File: config.mk
export PLATFORM = sky130hd
export DESIGN_NAME = mem_port_arbiter
export DESIGN_NICKNAME = d
export VERILOG_FILES = /design/src/rtl/mem_port_arbiter.sv
export SDC_FILE = /design/constraint.sdc
export NUM_CORES = 1
export LEC_CHECK = 0
export CORE_MARGIN = 2
export CORE_UTILIZATION = 41
export DETAILED_ROUTE_END_ITERATION = 8
export PLACE_DENSITY = 0.8
export RECOVER_POWER = 25
export SLEW_MARGIN = 20
export SYNTH_ARGS = -nofsm -noshare
export SYNTH_HDL_FRONTEND = slang
export SYNTH_SLANG_ARGS = --single-unit
File: constraint.sdc
create_clock -name clk -period 2.1 [get_ports clk]
set_input_delay 0.42 -clock clk [delete_from_list [all_inputs] [get_ports clk]]
set_output_delay 0.42 -clock clk [all_outputs]
set_load 0.03 [all_outputs]
File: src/rtl/mem_port_arbiter.sv
// mem_port_arbiter: shares one single-port memory between the instruction
// fetch port and the data load/store port. One transaction is in flight at a
// time. The request fields are registered into mem_* when a requester is
// granted, held until mem_ack (or timeout), and completion is reported with a
// one-cycle done pulse to the owner.
//
// Optional feature: define MEM_ARB_RR_EN to alternate grants on simultaneous
// requests (round robin on last_grant). Without it, data always wins a tie.
module mem_port_arbiter #(
  parameter int ADDR_W  = 32,
  parameter int DATA_W  = 32,
  parameter int TIMEOUT = 255
) (
  input  logic                  clk,
  input  logic                  reset,
  input  logic                  i_req,
  input  logic [ADDR_W-1:0]     i_addr,
  output logic [DATA_W-1:0]     i_rdata,
  output logic                  i_done,
  input  logic                  d_req,
  input  logic                  d_we,
  input  logic [DATA_W/8-1:0]   d_be,
  input  logic [ADDR_W-1:0]     d_addr,
  input  logic [DATA_W-1:0]     d_wdata,
  output logic [DATA_W-1:0]     d_rdata,
  output logic                  d_done,
  output logic                  err,
  output logic                  mem_req,
  output logic                  mem_we,
  output logic [DATA_W/8-1:0]   mem_be,
  output logic [ADDR_W-1:0]     mem_addr,
  output logic [DATA_W-1:0]     mem_wdata,
  input  logic [DATA_W-1:0]     mem_rdata,
  input  logic                  mem_ack
);

  localparam logic [7:0] TIMEOUT_C = 8'(TIMEOUT);

  typedef enum logic [1:0] {
    IDLE  = 2'd0,
    GNT_I = 2'd1,
    GNT_D = 2'd2,
    RESP  = 2'd3
  } state_e;

  state_e                state_q, state_d;
  logic [7:0]            cnt_q, cnt_d;
  logic                  mem_we_q, mem_we_d;
  logic [DATA_W/8-1:0]   mem_be_q, mem_be_d;
  logic [ADDR_W-1:0]     mem_addr_q, mem_addr_d;
  logic [DATA_W-1:0]     mem_wdata_q, mem_wdata_d;
  logic [DATA_W-1:0]     i_rdata_q, i_rdata_d;
  logic [DATA_W-1:0]     d_rdata_q, d_rdata_d;
  logic                  i_done_q, i_done_d;
  logic                  d_done_q, d_done_d;
  logic                  err_q, err_d;
  logic                  pick_d;      // 1 = grant goes to the data port
`ifdef MEM_ARB_RR_EN
  logic                  last_d_q, last_d_d;  // last_grant: 1 = DATA, 0 = FETCH
`endif

  // Next-state, arbitration, request capture and completion decode
  always_comb begin
    state_d     = state_q;
    cnt_d       = cnt_q;
    mem_we_d    = mem_we_q;
    mem_be_d    = mem_be_q;
    mem_addr_d  = mem_addr_q;
    mem_wdata_d = mem_wdata_q;
    i_rdata_d   = i_rdata_q;
    d_rdata_d   = d_rdata_q;
    i_done_d    = 1'b0;
    d_done_d    = 1'b0;
    err_d       = 1'b0;
    pick_d      = 1'b0;
`ifdef MEM_ARB_RR_EN
    last_d_d    = last_d_q;
`endif
    case (state_q)
      IDLE: begin
`ifdef MEM_ARB_RR_EN
        pick_d = (d_req && i_req) ? !last_d_q : d_req;
`else
        pick_d = d_req;
`endif
        if (i_req || d_req) begin
          cnt_d = 8'd0;
`ifdef MEM_ARB_RR_EN
          last_d_d = pick_d;
`endif
          if (pick_d) begin
            state_d     = GNT_D;
            mem_we_d    = d_we;
            mem_be_d    = d_be;
            mem_addr_d  = d_addr;
            mem_wdata_d = d_wdata;
          end else begin
            // Fetches are always reads with no byte lanes enabled
            state_d     = GNT_I;
            mem_we_d    = 1'b0;
            mem_be_d    = '0;
            mem_addr_d  = i_addr;
            mem_wdata_d = '0;
          end
        end
      end
      GNT_I, GNT_D: begin
        if (mem_ack) begin
          // An ack on the last allowed cycle still completes normally
          state_d = RESP;
          if (state_q == GNT_I) begin
            i_done_d  = 1'b1;
            i_rdata_d = mem_rdata;
          end else begin
            d_done_d = 1'b1;
            if (!mem_we_q) d_rdata_d = mem_rdata;
          end
        end else if ((cnt_q + 8'd1) == TIMEOUT_C) begin
          state_d  = RESP;
          err_d    = 1'b1;
          i_done_d = (state_q == GNT_I);
          d_done_d = (state_q == GNT_D);
        end else begin
          cnt_d = cnt_q + 8'd1;
        end
      end
      RESP: begin
        state_d = IDLE;
      end
      default: begin
        state_d = IDLE;
      end
    endcase
  end

  // State and output registers with synchronous active-low reset
  always_ff @(posedge clk) begin
    if (!reset) begin
      state_q     <= IDLE;
      cnt_q       <= 8'd0;
      mem_we_q    <= 1'b0;
      mem_be_q    <= '0;
      mem_addr_q  <= '0;
      mem_wdata_q <= '0;
      i_rdata_q   <= '0;
      d_rdata_q   <= '0;
      i_done_q    <= 1'b0;
      d_done_q    <= 1'b0;
      err_q       <= 1'b0;
`ifdef MEM_ARB_RR_EN
      last_d_q    <= 1'b0;
`endif
    end else begin
      state_q     <= state_d;
      cnt_q       <= cnt_d;
      mem_we_q    <= mem_we_d;
      mem_be_q    <= mem_be_d;
      mem_addr_q  <= mem_addr_d;
      mem_wdata_q <= mem_wdata_d;
      i_rdata_q   <= i_rdata_d;
      d_rdata_q   <= d_rdata_d;
      i_done_q    <= i_done_d;
      d_done_q    <= d_done_d;
      err_q       <= err_d;
`ifdef MEM_ARB_RR_EN
      last_d_q    <= last_d_d;
`endif
    end
  end

  assign mem_req   = (state_q == GNT_I) || (state_q == GNT_D);
  assign mem_we    = mem_we_q;
  assign mem_be    = mem_be_q;
  assign mem_addr  = mem_addr_q;
  assign mem_wdata = mem_wdata_q;
  assign i_rdata   = i_rdata_q;
  assign d_rdata   = d_rdata_q;
  assign i_done    = i_done_q;
  assign d_done    = d_done_q;
  assign err       = err_q;

endmodule

==> results.cfg <==
[worst_hold_path]
min_to = d_rdata[8]
hold_depth = 2
hp-class = reg -> reg
min_from = d_rdata[8]

[critical_path]
crit_path_max_incr_delay_ps = 740
path_class = reg -> out
worstPathCellList = clkdlybuf4s50_1
slowest_stage = clkdlybuf4s50_1
cp-start-kind = flop
worst-r2r-setup-slack_ps = 140
reg2reg_to = state_q[0]
r2r_start = cnt_q[1]
crit_fanout = 4
worstPathArrival_ps = 1630
end_kind = output port
crit_required_ps = 1680
path_buf_inv = 1
reg2regPathDepth = 7
path_delay_family = buffers and inverters

[route]
dr.pass1.iters = 5
num_vias = 5468
vias_per_cell = 4.97
drt_iter0_drc = 233
avgRoutedWirePerCell_um = 15.0
drcViolationCount = 0
detail-route-antenna-nets = 0
wl_um = 16500

[pwr]
ir_drop_mv = 0.617
powerDensity_nw_per_um2 = 1250
leakagePower_nw = 3.73

[cells_and_area]
fin_util = 0.660
area_growth_syn_to_layout_pct = 59.3
fin_nets = 1046
finalNonFillerCells = 1100
antenna_cells = 0
drive_above_1_share = 0.0786

[die]
core_area_um2 = 14400
fp.dieArea_um2 = 15500
floorplan.rows = 44
die_w_um = 124
ios = 275
start_util = 0.414
die_h_um = 124

[clock_network]
clock_latency_ps = 410
post-cts-setup-buffers = 0
postCtsHoldBufs = 0
clockRootBuffer = clkbuf_16
cts.repair.resized = 0
clock_path_buffers = 2
cts_sinks = 146
cts_htree_levels = 4
clk_transition_reported_paths_ps = 60
cts_tree = done
cts_made_buffers = 17

[placement]
gp_congestion = 0.804
port_buffers = 274
post-place-cells = 1068
hpwlAfterDp_um = 11500
dp_slack_ps = -35.1

[yosys]
syn_nets = 784
synth-simple-area-share = 0.179
synthMuxAreaShare = 0.0555
synth_seq_area_share = 0.491
synth_xor_area_frac = 0.00294
synthArstFlopShare = 0
synth_ff_type = dfxtp_1
synth_top_family_by_area = compound AO/OA/AOI/OAI gates
syn_area_um2 = 5950
synth_compound_area_frac = 0.219
synthCells = 641
ys_warn_count = 0
syn_avg_cell_area_um2 = 9.29
synth_edf_count = 0
ys_seq_elements = 146
ys_types = 47
synth_fa_ha_area_frac = 0.0105

[global_route]
grt_first_pass_wirelength_um = 26700
antenna_found_initial = 0
grt_pass1_vias = 5408
grt_usage = 0.210
grt_max_degree = 65
grt_overflow = 0

[timing]
fin_crit_sh = 0.975
fin_hold_ws_ps = 454
worst_slack_ps = 52.1
rsz0062_at_grt = false
slew_headroom = 0.505
finalSetupViolCount = 0
tightest_slew_ps = 743
max_freq_mhz = 488
maxSlewViolCount = 0
fin_crit_ps = 2050
finalHoldViolCount = 0
skew_ps = 5.18

[status]
status = finished, final reports clean

[flow_run]
drv_cap = 0
-- logic make-up after synthesis --
group	Yosys count
AOI/OAI and AO/OA	162
adders and majority gates	5
xor gates and xnor gates	2
DFF	146
buffers and inverters	55
and+or+nand+nor	238
muxes	33
-- registers in the layout, summed over array words and instances (netlist names) --
register,cells
cnt_q,8
d_done,1
d_rdata,32
err,1
i_done,1
i_rdata,32
mem_addr,32
mem_be,4
mem_wdata,32
mem_we,1
state_q,2
-- per-stage QoR --
step / setup TNS (ps) / total power [W] / instance area [um^2]
floorplan: 0 / 0.00694 / 5950
global placement: 0 / 0.00908 / 8940
detailed placement: -217 / 0.00917 / 8940
CTS: 0 / 0.0120 / 9500
global route: 0 / 0.0126 / 9480
finish: 0 / 0.0119 / 9480
-- layout by cell type (no fill, tap or decap), drive strengths merged, types with 3 or more instances in the layout --
cell type / n
clkdlybuf4s50: 271
buf: 20
mux2i: 33
clkinvlp: 3
clkbuf: 23
nor2b: 40
ha: 5
a21boi: 65
clkinv: 6
o211a: 32
a22oi: 37
o32ai: 3
a21oi: 3
o21ai: 8
inv: 6
nand2: 174
nand3: 6
and2: 4
dfxtp: 146
-- power by group --
group | internal (W) | total, W | switching, W
Sequential | 0.00340 | 0.00373 | 0.000326
Combinational | 0.00226 | 0.00534 | 0.00308
Clock | 0.00166 | 0.00283 | 0.00117
Total | 0.00732 | 0.0119 | 0.00457
-- cells in the mapped netlist, types with 2 or more instances --
cell,n,area share
o32ai_1,3,0.0044
buf_1,2,0.0013
and2_1,2,0.0021
o21ai_0,8,0.0067
a21oi_1,3,0.0025
mux2i_1,33,0.055
nor2b_1,40,0.042
nand3_1,5,0.0042
clkbuf_1,43,0.027
a21boi_1,6,0.0076
a31o_2,2,0.0029
nor2_1,2,0.0013
ha_1,5,0.011
and2_2,2,0.0025
o211a_1,32,0.054
or3b_2,2,0.0029
buf_2,2,0.0017
dfxtp_1,146,0.49
inv_1,4,0.0025
a21boi_0,59,0.074
a22oi_1,37,0.047
clkbuf_8,4,0.0092
nand2_1,174,0.11
o31ai_1,2,0.0025
-- area by class of cell --
| type | count | area (um^2) |
|---|---|---|
| Clock buffer | 20 | 447 |
| Clock inverter | 12 | 108 |
| Fill cell | 1164 | 4880 |
| Inverter | 4 | 15.0 |
| Multi-Input combinational cell | 440 | 2810 |
| Sequential cell | 146 | 2920 |
| Tap cell | 184 | 230 |
| Timing Repair Buffer | 294 | 2960 |
-- worst max-delay path by stage --
stage / start / end / cells past startpoint
4_1_cts: cnt_q[0] / state_q[0] / 6
6_report: mem_we / mem_we / 1
5_1_grt: cnt_q[1] / state_q[0] / 7
3_3_place_gp: mem_ack / d_rdata[20] / 6
2_1_floorplan: state_q[0] / d_rdata[10] / 7
3_5_place_dp: mem_ack / d_rdata[18] / 6
-- routing by layer --
layer / vias to the layer above / global-route usage / routed length, um
met4: 0 / 0.0753 / 327
met5: - / 0 / 0
li1: 2720 / - / -
met1: 2529 / 0.250 / 6960
met2: 200 / 0.352 / 7970
met3: 19 / 0.0722 / 1200
(Power assumes the default switching activity.)
